## src/rtl/top_port_exerciser_pkg.sv

```systemverilog
// Shared types and constants for the port exerciser: FSM states, vector order,
// the fixed out_f expectation and the error counter width.
package top_port_exerciser_pkg;

   typedef enum logic [2:0] {
      StIdle,
      StDrive,
      StSettle,
      StCheck,
      StDone
   } state_e;

   localparam int unsigned ErrW = 8;

   // {in_a, in_b} applied for vector index 0..3.
   localparam logic [3:0][1:0] VecOrder = {2'b11, 2'b10, 2'b01, 2'b00};

   localparam logic [4:0] ExpOutF = 5'b00011;

endpackage

```

## src/rtl/top_port_exerciser_if.sv

```systemverilog
// Operand/result bus between the exerciser (master) and the design under exercise (slave).
interface top_port_exerciser_if;
   logic signed       in_a;
   logic signed       in_b;
   logic signed [4:0] out_a;
   logic signed [4:0] out_b;
   logic signed [4:0] out_c;
   logic signed [4:0] out_d;
   logic signed [4:0] out_e;
   logic signed [4:0] out_f;

   modport master (
      output in_a, in_b,
      input  out_a, out_b, out_c, out_d, out_e, out_f
   );

   modport slave (
      input  in_a, in_b,
      output out_a, out_b, out_c, out_d, out_e, out_f
   );
endinterface

```

## src/rtl/top_port_expect.sv

```systemverilog
// Combinational reference: expected values of the six results for raw operand bits a, b.
module top_port_expect
   import top_port_exerciser_pkg::*;
(
   input  logic       a,
   input  logic       b,
   output logic [4:0] exp_a,
   output logic [4:0] exp_b,
   output logic [4:0] exp_c,
   output logic [4:0] exp_d,
   output logic [4:0] exp_e,
   output logic [4:0] exp_f
);

   logic [1:0] sum2;

   always_comb begin
      // Each set bit contributes -1 in 2-bit two's complement.
      sum2  = (a ? 2'b11 : 2'b00) + (b ? 2'b11 : 2'b00);
      exp_a = {{3{sum2[1]}}, sum2};
      exp_b = exp_a;
      exp_c = exp_a;
      exp_d = {4'b0000, ~b};
      exp_e = {3'b000, 1'b1, a};
      exp_f = ExpOutF;
   end

endmodule

```

## src/rtl/top_port_exerciser.sv

```systemverilog
// Port exerciser: sweeps the four operand vectors, checks six results, counts errors.
// Optional first-failure capture is built when TOP_PORT_EXERCISER_FIRST_FAIL_CAPTURE_EN is defined.
module top_port_exerciser
   import top_port_exerciser_pkg::*;
#(
   parameter int unsigned SETTLE_CYCLES = 1,
   parameter int unsigned PASSES        = 1
) (
   input  logic                   clk,
   input  logic                   rst,
   input  logic                   start,
   top_port_exerciser_if.master   bus,
   output logic                   busy,
   output logic                   done,
   output logic                   pass,
   output logic [ErrW-1:0]        err_count,
   output logic [5:0]             fail_mask,
   output logic                   first_fail_valid,
   output logic [1:0]             first_fail_vec
);

   state_e          state_q, state_d;
   logic [1:0]      idx_q, idx_d;
   logic [7:0]      pass_cnt_q, pass_cnt_d;
   logic [3:0]      settle_cnt_q, settle_cnt_d;
   logic [1:0]      in_q, in_d;
   logic [ErrW-1:0] err_q, err_d;
   logic [5:0]      mask_q, mask_d;
   logic            pass_q, pass_d;
   logic            done_q, done_d;

   logic [4:0] exp_a, exp_b, exp_c, exp_d, exp_e, exp_f;
   logic [5:0] mism;
   logic [3:0] nerr;
   logic [ErrW:0] err_sum;
   logic       run_start;
   logic       check_hit;

   top_port_expect u_expect (
      .a     (in_q[1]),
      .b     (in_q[0]),
      .exp_a (exp_a),
      .exp_b (exp_b),
      .exp_c (exp_c),
      .exp_d (exp_d),
      .exp_e (exp_e),
      .exp_f (exp_f)
   );

   always_comb begin
      mism[0] = $unsigned(bus.out_a) != exp_a;
      mism[1] = $unsigned(bus.out_b) != exp_b;
      mism[2] = $unsigned(bus.out_c) != exp_c;
      mism[3] = $unsigned(bus.out_d) != exp_d;
      mism[4] = $unsigned(bus.out_e) != exp_e;
      mism[5] = $unsigned(bus.out_f) != exp_f;
      nerr = 4'd0;
      for (int i = 0; i < 6; i++) begin
         nerr = nerr + 4'(mism[i]);
      end
      err_sum = {1'b0, err_q} + (ErrW + 1)'(nerr);
   end

   assign run_start = (state_q == StIdle) && start;
   assign check_hit = (state_q == StCheck) && (|mism);

   always_comb begin
      state_d      = state_q;
      idx_d        = idx_q;
      pass_cnt_d   = pass_cnt_q;
      settle_cnt_d = settle_cnt_q;
      in_d         = in_q;
      err_d        = err_q;
      mask_d       = mask_q;
      pass_d       = pass_q;
      done_d       = 1'b0;
      unique case (state_q)
         StIdle: begin
            if (start) begin
               state_d    = StDrive;
               idx_d      = 2'd0;
               pass_cnt_d = 8'd0;
               err_d      = '0;
               mask_d     = '0;
               pass_d     = 1'b0;
            end
         end
         StDrive: begin
            in_d         = VecOrder[idx_q];
            settle_cnt_d = 4'd0;
            state_d      = (SETTLE_CYCLES == 0) ? StCheck : StSettle;
         end
         StSettle: begin
            if (32'(settle_cnt_q) + 32'd1 >= SETTLE_CYCLES) begin
               state_d = StCheck;
            end else begin
               settle_cnt_d = settle_cnt_q + 4'd1;
            end
         end
         StCheck: begin
            if (check_hit) begin
               err_d  = err_sum[ErrW] ? '1 : err_sum[ErrW-1:0];
               mask_d = mask_q | mism;
            end
            if (idx_q == 2'd3) begin
               if (32'(pass_cnt_q) + 32'd1 >= PASSES) begin
                  state_d = StDone;
               end else begin
                  state_d    = StDrive;
                  idx_d      = 2'd0;
                  pass_cnt_d = pass_cnt_q + 8'd1;
               end
            end else begin
               state_d = StDrive;
               idx_d   = idx_q + 2'd1;
            end
         end
         StDone: begin
            done_d  = 1'b1;
            pass_d  = (err_q == '0);
            state_d = StIdle;
         end
         default: state_d = StIdle;
      endcase
   end

   always_ff @(posedge clk) begin
      if (rst) begin
         state_q      <= StIdle;
         idx_q        <= 2'd0;
         pass_cnt_q   <= 8'd0;
         settle_cnt_q <= 4'd0;
         in_q         <= 2'b00;
         err_q        <= '0;
         mask_q       <= '0;
         pass_q       <= 1'b0;
         done_q       <= 1'b0;
      end else begin
         state_q      <= state_d;
         idx_q        <= idx_d;
         pass_cnt_q   <= pass_cnt_d;
         settle_cnt_q <= settle_cnt_d;
         in_q         <= in_d;
         err_q        <= err_d;
         mask_q       <= mask_d;
         pass_q       <= pass_d;
         done_q       <= done_d;
      end
   end

   // Outputs read as zero for the whole time rst is high, not just after the reset edge.
   assign bus.in_a  = ~rst & in_q[1];
   assign bus.in_b  = ~rst & in_q[0];
   assign busy      = ~rst && (state_q != StIdle);
   assign done      = ~rst & done_q;
   assign pass      = ~rst & pass_q;
   assign err_count = rst ? '0 : err_q;
   assign fail_mask = rst ? '0 : mask_q;

`ifdef TOP_PORT_EXERCISER_FIRST_FAIL_CAPTURE_EN
   logic       ff_valid_q, ff_valid_d;
   logic [1:0] ff_vec_q, ff_vec_d;

   always_comb begin
      ff_valid_d = ff_valid_q;
      ff_vec_d   = ff_vec_q;
      if (run_start) begin
         ff_valid_d = 1'b0;
         ff_vec_d   = 2'd0;
      end else if (check_hit && !ff_valid_q) begin
         ff_valid_d = 1'b1;
         ff_vec_d   = idx_q;
      end
   end

   always_ff @(posedge clk) begin
      if (rst) begin
         ff_valid_q <= 1'b0;
         ff_vec_q   <= 2'd0;
      end else begin
         ff_valid_q <= ff_valid_d;
         ff_vec_q   <= ff_vec_d;
      end
   end

   assign first_fail_valid = ~rst & ff_valid_q;
   assign first_fail_vec   = rst ? 2'd0 : ff_vec_q;
`else
   logic unused_run_start;
   assign unused_run_start = run_start;
   assign first_fail_valid = 1'b0;
   assign first_fail_vec   = 2'd0;
`endif

endmodule

```

## src/flat_wrapper.sv

```systemverilog
// flat-port wrapper written by rule: the top's interface ports become plain ports
module top_port_exerciser_flat import top_port_exerciser_pkg::*;
#(
   parameter int unsigned SETTLE_CYCLES = 1,
   parameter int unsigned PASSES        = 1
)
  (clk, rst, start, busy, done, pass, err_count, fail_mask, first_fail_valid, first_fail_vec, bus_in_a, bus_in_b, bus_out_a, bus_out_b, bus_out_c, bus_out_d, bus_out_e, bus_out_f);
  top_port_exerciser_if bus_i ();
  input  logic clk;
  input  logic rst;
  input  logic start;
  output logic busy;
  output logic done;
  output logic pass;
  output logic [ErrW-1:0] err_count;
  output logic [5:0] fail_mask;
  output logic first_fail_valid;
  output logic [1:0] first_fail_vec;
  output wire logic [$bits(bus_i.in_a)-1:0] bus_in_a;
  output wire logic [$bits(bus_i.in_b)-1:0] bus_in_b;
  input wire logic [$bits(bus_i.out_a)-1:0] bus_out_a;
  input wire logic [$bits(bus_i.out_b)-1:0] bus_out_b;
  input wire logic [$bits(bus_i.out_c)-1:0] bus_out_c;
  input wire logic [$bits(bus_i.out_d)-1:0] bus_out_d;
  input wire logic [$bits(bus_i.out_e)-1:0] bus_out_e;
  input wire logic [$bits(bus_i.out_f)-1:0] bus_out_f;
  assign bus_in_a = bus_i.in_a;
  assign bus_in_b = bus_i.in_b;
  assign bus_i.out_a = bus_out_a;
  assign bus_i.out_b = bus_out_b;
  assign bus_i.out_c = bus_out_c;
  assign bus_i.out_d = bus_out_d;
  assign bus_i.out_e = bus_out_e;
  assign bus_i.out_f = bus_out_f;
  top_port_exerciser #(.SETTLE_CYCLES(SETTLE_CYCLES), .PASSES(PASSES)) u_core (.clk(clk), .rst(rst), .start(start), .bus(bus_i), .busy(busy), .done(done), .pass(pass), .err_count(err_count), .fail_mask(fail_mask), .first_fail_valid(first_fail_valid), .first_fail_vec(first_fail_vec));
endmodule
```

## config.mk

```make
export PLATFORM = sky130hd
export DESIGN_NAME = top_port_exerciser_flat
export DESIGN_NICKNAME = d
export VERILOG_FILES = /design/src/rtl/top_port_exerciser_pkg.sv /design/src/rtl/top_port_exerciser_if.sv /design/src/rtl/top_port_expect.sv /design/src/rtl/top_port_exerciser.sv /design/src/flat_wrapper.sv
export SDC_FILE = /design/constraint.sdc
export NUM_CORES = 1
export LEC_CHECK = 0
export CORE_UTILIZATION = 50
export DETAILED_ROUTE_END_ITERATION = 8
export GPL_ROUTABILITY_DRIVEN = 0
export GPL_TIMING_DRIVEN = 0
export PLACE_DENSITY = 0.88
export SYNTH_ARGS = -nofsm -noshare
export SYNTH_HDL_FRONTEND = slang
export SYNTH_SLANG_ARGS = --single-unit
```

## constraint.sdc

```tcl
create_clock -name clk -period 6.7 [get_ports clk]
set_input_delay 1.675 -clock clk [delete_from_list [all_inputs] [get_ports clk]]
set_output_delay 1.675 -clock clk [all_outputs]
set_load 0.02 [all_outputs]
```

# Yosys cells after proc, flatten, opt, wreduce, memory -nomap -nowiden
# Index checks and enable logic that the tools add are counted.
# W data, S select, Z words.
[totals]
ff_bits = 35
input_bits = 33
[classes]
add_sub_neg = 12
n_lt_le_gt_ge = 3
eq_ne = 18
mux = 30
n_bitwise = 7
reduce_logical = 15
[ops]
columns = ["operator", "n"]
rows = [
  ["$ge A32 B1 Y1 const B", 2],
  ["$mux W8", 6],
  ["$pmux W8 S2", 2],
  ["$mux W6", 3],
  ["$add A4 B1 Y4", 4],
  ["$ne A5 B5 Y1", 3],
  ["$mux W2", 6],
  ["$mux W3", 4],
  ["$pmux W3 S4", 1],
  ["$pmux W6 S2", 1],
  ["$add A8 B1 Y9 const B", 1],
  ["$add A8 B4 Y9", 1],
  ["$add A8 B1 Y8 const B", 1],
  ["$logic_not A8 Y1", 1],
  ["$ne A2 B2 Y1 const B", 4],
  ["$pmux W4 S2", 1],
  ["$eq A3 B2 Y1 const B", 2],
  ["$or A6 B6 Y6", 1],
  ["$reduce_and A2 Y1", 3],
  ["$reduce_and A3 Y1", 2],
  ["$reduce_bool A2 Y1", 3],
  ["$reduce_or A6 Y1", 1],
  ["$add A4 B1 Y5 const B", 1],
  ["$ne A5 B1 Y1", 1],
  ["23 further kinds", 30],
]

# Depth between registers and ports, before layout
[logic_depth]
ltp_word = 12
ltp_mapped = 20
depth_no_buf = 20

# Modules after synthesis
# A second synthesis with hierarchy kept.
[unflattened]
hier_cells = 285
hier_area_um2 = 2478.6
[modules_own_cells]
columns = ["module", "n_inst", "cells_per_inst", "area_per_inst_um2"]
rows = [
  ["top_port_exerciser", 1, 252, 2244.7],
  ["top_port_expect", 1, 33, 234.0],
]

# Worst setup path after synthesis
# OpenSTA, ideal clock, no wires.
[synth_timing]
path_type = "input to register"
startpoint = "input bus_out_b[2]"
endpoint = "register u_core.err_q[7]"
setup_time_ns = 0.117
arrival_time_ns = 5.131
setup_slack_ns = 1.452
path_stages = 18
path_buffers = 0
cell_sequence = "nand2_1 > nor2_1 > nand3_1 > a21oi_1 > inv_1 > ha_1 > fa_1 > inv_1 > fa_1 > fa_1 > inv_1 > ha_1 > a21o_1 > a21o_1 > and3_1 > and3_1 > nor2b_1 > o22a_1"
[synth_via]
elab_chain_cells = 10
elab_cells_between_ends = 14
classes_between = "add/sub: 6; eq/ne: 2; mux: 3; reduce/logical: 3"
[synth_rtl]
columns = ["element", "line", "source"]
rows = [
  ["start: declaration", "flat_wrapper.sv:22", "input wire logic [$bits(bus_i.out_b)-1:0] bus_out_b;"],
  ["$ne A5 B5 Y1 (*)", "top_port_exerciser.sv:52", "mism[1] = $unsigned(bus.out_b) != exp_b;"],
  ["$add A1 B1 Y2", "top_port_exerciser.sv:59", "nerr = nerr + 4'(mism[i]);"],
  ["$add A4 B1 Y4 (4 in series)", "top_port_exerciser.sv:59", ""],
  ["$add A8 B4 Y9", "top_port_exerciser.sv:61", "err_sum = {1'b0, err_q} + (ErrW + 1)'(nerr);"],
  ["$mux W8", "top_port_exerciser.sv:102", "err_d = err_sum[ErrW] ? '1 : err_sum[ErrW-1:0];"],
  ["$mux W8", "top_port_exerciser.sv:101", "if (check_hit) begin"],
  ["$pmux W8 S2", "top_port_exerciser.sv:77", "unique case (state_q)"],
  ["end signal: assignment", "top_port_exerciser.sv:144", "err_q <= err_d;"],
  ["end: declaration", "top_port_exerciser.sv:27", "logic [ErrW-1:0] err_q, err_d;"],
]
# Every way passes the cells marked *; elsewhere a longest branch is shown, timed or not. The select of a mux whose other input is x is not followed.
# A chain may end at the register's enable or synchronous reset.

# Final worst setup path
[layout_timing]
startpoint = "input bus_out_a[2]"
endpoint = "register u_core.err_q[4]"
[layout_via]
elab_chain_cells = 10
elab_cells_between_ends = 14
classes_between = "add/sub: 6; eq/ne: 2; mux: 3; reduce/logical: 3"
[layout_rtl]
columns = ["element", "line", "source"]
rows = [
  ["start: declaration", "flat_wrapper.sv:21", "input wire logic [$bits(bus_i.out_a)-1:0] bus_out_a;"],
  ["$ne A5 B5 Y1 (*)", "top_port_exerciser.sv:51", "mism[0] = $unsigned(bus.out_a) != exp_a;"],
  ["$add A1 B1 Y2", "top_port_exerciser.sv:59", ""],
  ["$add A4 B1 Y4 (4 in series)", "top_port_exerciser.sv:59", ""],
  ["$add A8 B4 Y9", "top_port_exerciser.sv:61", ""],
  ["$mux W8", "top_port_exerciser.sv:102", ""],
  ["$mux W8", "top_port_exerciser.sv:101", ""],
  ["$pmux W8 S2", "top_port_exerciser.sv:77", ""],
]
# Marked as above.

==> impl_metrics.json <==
{
  "first_iter_violations": 87,
  "async_reset_ff_share_pct": 0,
  "cts_root_buf": "clkbuf_8",
  "grt_overflow": 0,
  "clock-sinks": 35,
  "r2r_cells": 17,
  "rsz0062_at_grt": "false",
  "timing.fmax_ghz": 0.1723,
  "yosysMostFrequentCell": "dfxtp_1",
  "crit_slowest_cell": "fa_1",
  "p_total_uw": 510.0,
  "rows": 23,
  "area_delta_synth_final_pct": 31.04,
  "end_kind": "register",
  "yosysTopAreaCell": "dfxtp_1",
  "clock_skew_ns": 0.008609,
  "core_um2": 4144,
  "cts-htree-levels": 2,
  "clock_latency_ns": 0.30,
  "cts_setup_buffers": 0,
  "ys_types": 53,
  "wirelength_um": 5199,
  "io_buffer_count": 51,
  "hold_path_class": "register to register",
  "cts_tree": "yes",
  "power_density_nw_per_um2": 174.3,
  "synth_top_area_share_pct": 31.37,
  "clock_path_buffers": 2,
  "dp_hpwl_um": 3940,
  "r2r-start": "u_core.in_q[1]",
  "vias": 2122,
  "min_period_over_period_pct": 86.63,
  "ys.flop_type": "dfxtp_1",
  "synth-edff-count": 0,
  "cts_hold_buffers": 0,
  "peakVddDrop_uv": 118.8,
  "cts-resized-gates": 0,
  "grt_pass1_vias": 1889,
  "p_leak_nw": 1.236,
  "yosysWarnings": 0,
  "drive_above_1_share_pct": 7.808,
  "die_area_um2": 4738,
  "crit_chain": "clkdlybuf4s50_1 > nand2_1 > nor2_1 > nand3_1 > a21oi_1 > inv_1 > ha_1 > fa_1 > inv_1 > fa_1 > fa_1 > fa_1 > nor2b_1 > o21a_1 > and3_1 > nand3_1 > o21ai_0 > a32o_2",
  "grt_max_degree": 13,
  "cp_data_required_time_ns": 6.95,
  "hp-start": "u_core.settle_cnt_q[3]",
  "clk_pin_slew_ns": 0.08,
  "r2r_slack_ns": 2.00,
  "postRouteAntennaNets": 0,
  "hold_violations": 0,
  "synth_common_cells": "35 x dfxtp_1, 29 x nor2_1, 24 x inv_1",
  "cp_max_fo": 5,
  "vias_per_cell": 5.540,
  "grt_pass1_wl_um": 8107,
  "outcome": "completed",
  "maxCapViolCount": 0,
  "nFillCells": 344,
  "critPathKind": "input port to register",
  "fin_crit_ns": 5.805,
  "fin_setup_tns_ns": 0,
  "ios": 55,
  "syn_area_per_cell_um2": 8.211,
  "timing.critical_path.mode_cell": "fa_1",
  "cp-start-kind": "input port",
  "cp_top_family": "adder cells",
  "hold_depth": 1,
  "drcViolationCount": 0,
  "grt.total_usage_pct": 23.58,
  "max_stage_delay_ns": 0.50,
  "synthCells": 272,
  "die_y_um": 68.84,
  "reg2reg_to": "u_core.err_q[4]",
  "numCtsBuffers": 5,
  "whs_endpoint": "u_core.settle_cnt_q[3]",
  "finalMaxSlewViolations": 0,
  "finalSetupViolCount": 0,
  "max-slew-margin-rel_pct": 54.75,
  "crit_arrival_ns": 6.05,
  "ys_seq_elements": 35,
  "firstDrtPassIters": 4,
  "start_util_pct": 53.89,
  "die_x_um": 68.84,
  "synth_area_leaders": "dfxtp_1 31%, ha_1 6.2%, nor2_1 4.9%",
  "antenna_cells": 0,
  "nNetsFinal": 380,
  "tightest_slew_ns": 0.6787,
  "antenna_found_initial": 0,
  "synth_area_um2": 2233,
  "ys_seq_area_share_pct": 31.37,
  "post-route-util_pct": 70.62,
  "wl_per_cell_um": 13.57,
  "path_buf_inv": 3
}
## metal layers
layer,wire [um],global-route usage [%],up-vias,share of wire [%]
met2,2526,40.93,63,49
met5,0,0,-,0
met1,2206,27.02,983,42
met3,352,5.428,14,6.8
li1,-,-,1062,-
met4,113,11.73,0,2.2
## cell families (layout without fill, tap and decap cells)
| logic type | after synthesis | in the layout | synth area share (%) |
|---|---|---|---|
| AO/OA/AOI/OAI | 61 | 61 | 18.77 |
| XOR/XNOR | 7 | 7 | 2.745 |
| adder cells (fa/ha/maj) | 15 | 15 | 9.748 |
| buffers and inverters | 35 | 94 | 7.899 |
| flip-flops | 35 | 35 | 31.37 |
| multiplexers | 3 | 3 | 1.401 |
| other | 1 | 3 | 0.1679 |
| AND/OR/NAND/NOR | 115 | 115 | 27.90 |
## state kept, by name, indices dropped and copies added (netlist names)
register             flops
u_core.pass_cnt_q        8
u_core.done_q            1
u_core.err_q             8
u_core.settle_cnt_q      4
u_core.mask_q            6
u_core.state_q           3
u_core.in_q              2
u_core.pass_q            1
u_core.idx_q             2
## power breakdown
part	switching [mW]	internal, mW	leakage (nW)
registers	0.00377	0.215	0.283
logic	0.0494	0.0475	0.894
clock network	0.0837	0.111	0.0581
## layout make-up
class | count | area [um2] | share of cell area, %
Timing Repair Buffer | 51 | 510.5 | 17.44
Tap cell | 50 | 62.56 | 2.138
Clock buffer | 5 | 68.82 | 2.351
Inverter | 24 | 90.09 | 3.078
Multi-Input combinational cell | 204 | 1364 | 46.60
Clock inverter | 3 | 43.79 | 1.496
Buffer | 11 | 86.33 | 2.950
Sequential cell | 35 | 700.7 | 23.94
## worst register-to-register path, stage by stage (launching register included)
cell	delay [ns]
dfxtp_1	0.37
inv_1	0.09
ha_1	0.36
xor2_1	0.16
a21oi_1	0.26
inv_1	0.09
ha_1	0.29
fa_1	0.49
inv_1	0.06
fa_1	0.40
fa_1	0.50
fa_1	0.46
nor2b_1	0.18
o21a_1	0.17
and3_1	0.22
nand3_1	0.20
o21ai_0	0.16
a32o_2	0.19
## cell usage in the layout (no fill, tap or decap), types with 2 or more instances in the layout
cell type and count:
nor3b_1 5, o21ai_0 7, buf_6 4, o21a_1 4
a21oi_1 15, inv_1 24, nand2b_1 2, nand4_1 3
a21o_1 7, clkdlybuf4s50_1 51, nand2_1 18, o22a_1 3
clkbuf_8 5, fa_1 4, buf_4 4, dfxtp_1 35
nand3_1 11, nor3_1 7, and3_1 3, a22oi_1 2
a31oi_1 7, nor4b_2 2, nor4b_1 2, ha_1 11
nor2b_1 16, nor4_1 5, o21bai_1 4, conb_1 3
xnor2_1 2, or2_2 2, xor2_1 5, mux2i_1 2
clkbuf_1 3, and2_1 3, nor2_1 29
## worst max-delay path by stage
| stage | start | slack (ns) | cells after the start | endpoint |
|---|---|---|---|---|
| finish | bus_out_a[2] | 0.90 | 18 | u_core.err_q[4] |
| detailed placement | bus_out_a[2] | 0.62 | 18 | u_core.err_q[4] |
| CTS | bus_out_a[2] | 0.92 | 18 | u_core.err_q[4] |
| global route | bus_out_b[2] | 0.64 | 18 | u_core.err_q[4] |
| global placement | bus_out_b[2] | 0.73 | 18 | u_core.err_q[4] |
| floorplan | bus_out_b[2] | 1.45 | 18 | u_core.err_q[7] |
## through the flow
| stage | hold WS (ns) | worst slack (ns) | cells | cell area [um2] |
|---|---|---|---|---|
| finish | 0.4680 | 0.8955 | 383 | 2927 |
| global route | 0.4880 | 0.6421 | 383 | 2927 |
| CTS | 0.4693 | 0.9245 | 383 | 2927 |
| detailed placement | 0.4465 | 0.6199 | 375 | 2814 |
| global placement | 0.4374 | 0.7268 | 375 | 2814 |
| floorplan | 0.4290 | 1.452 | 274 | 2241 |
(Power assumes the default switching activity.)
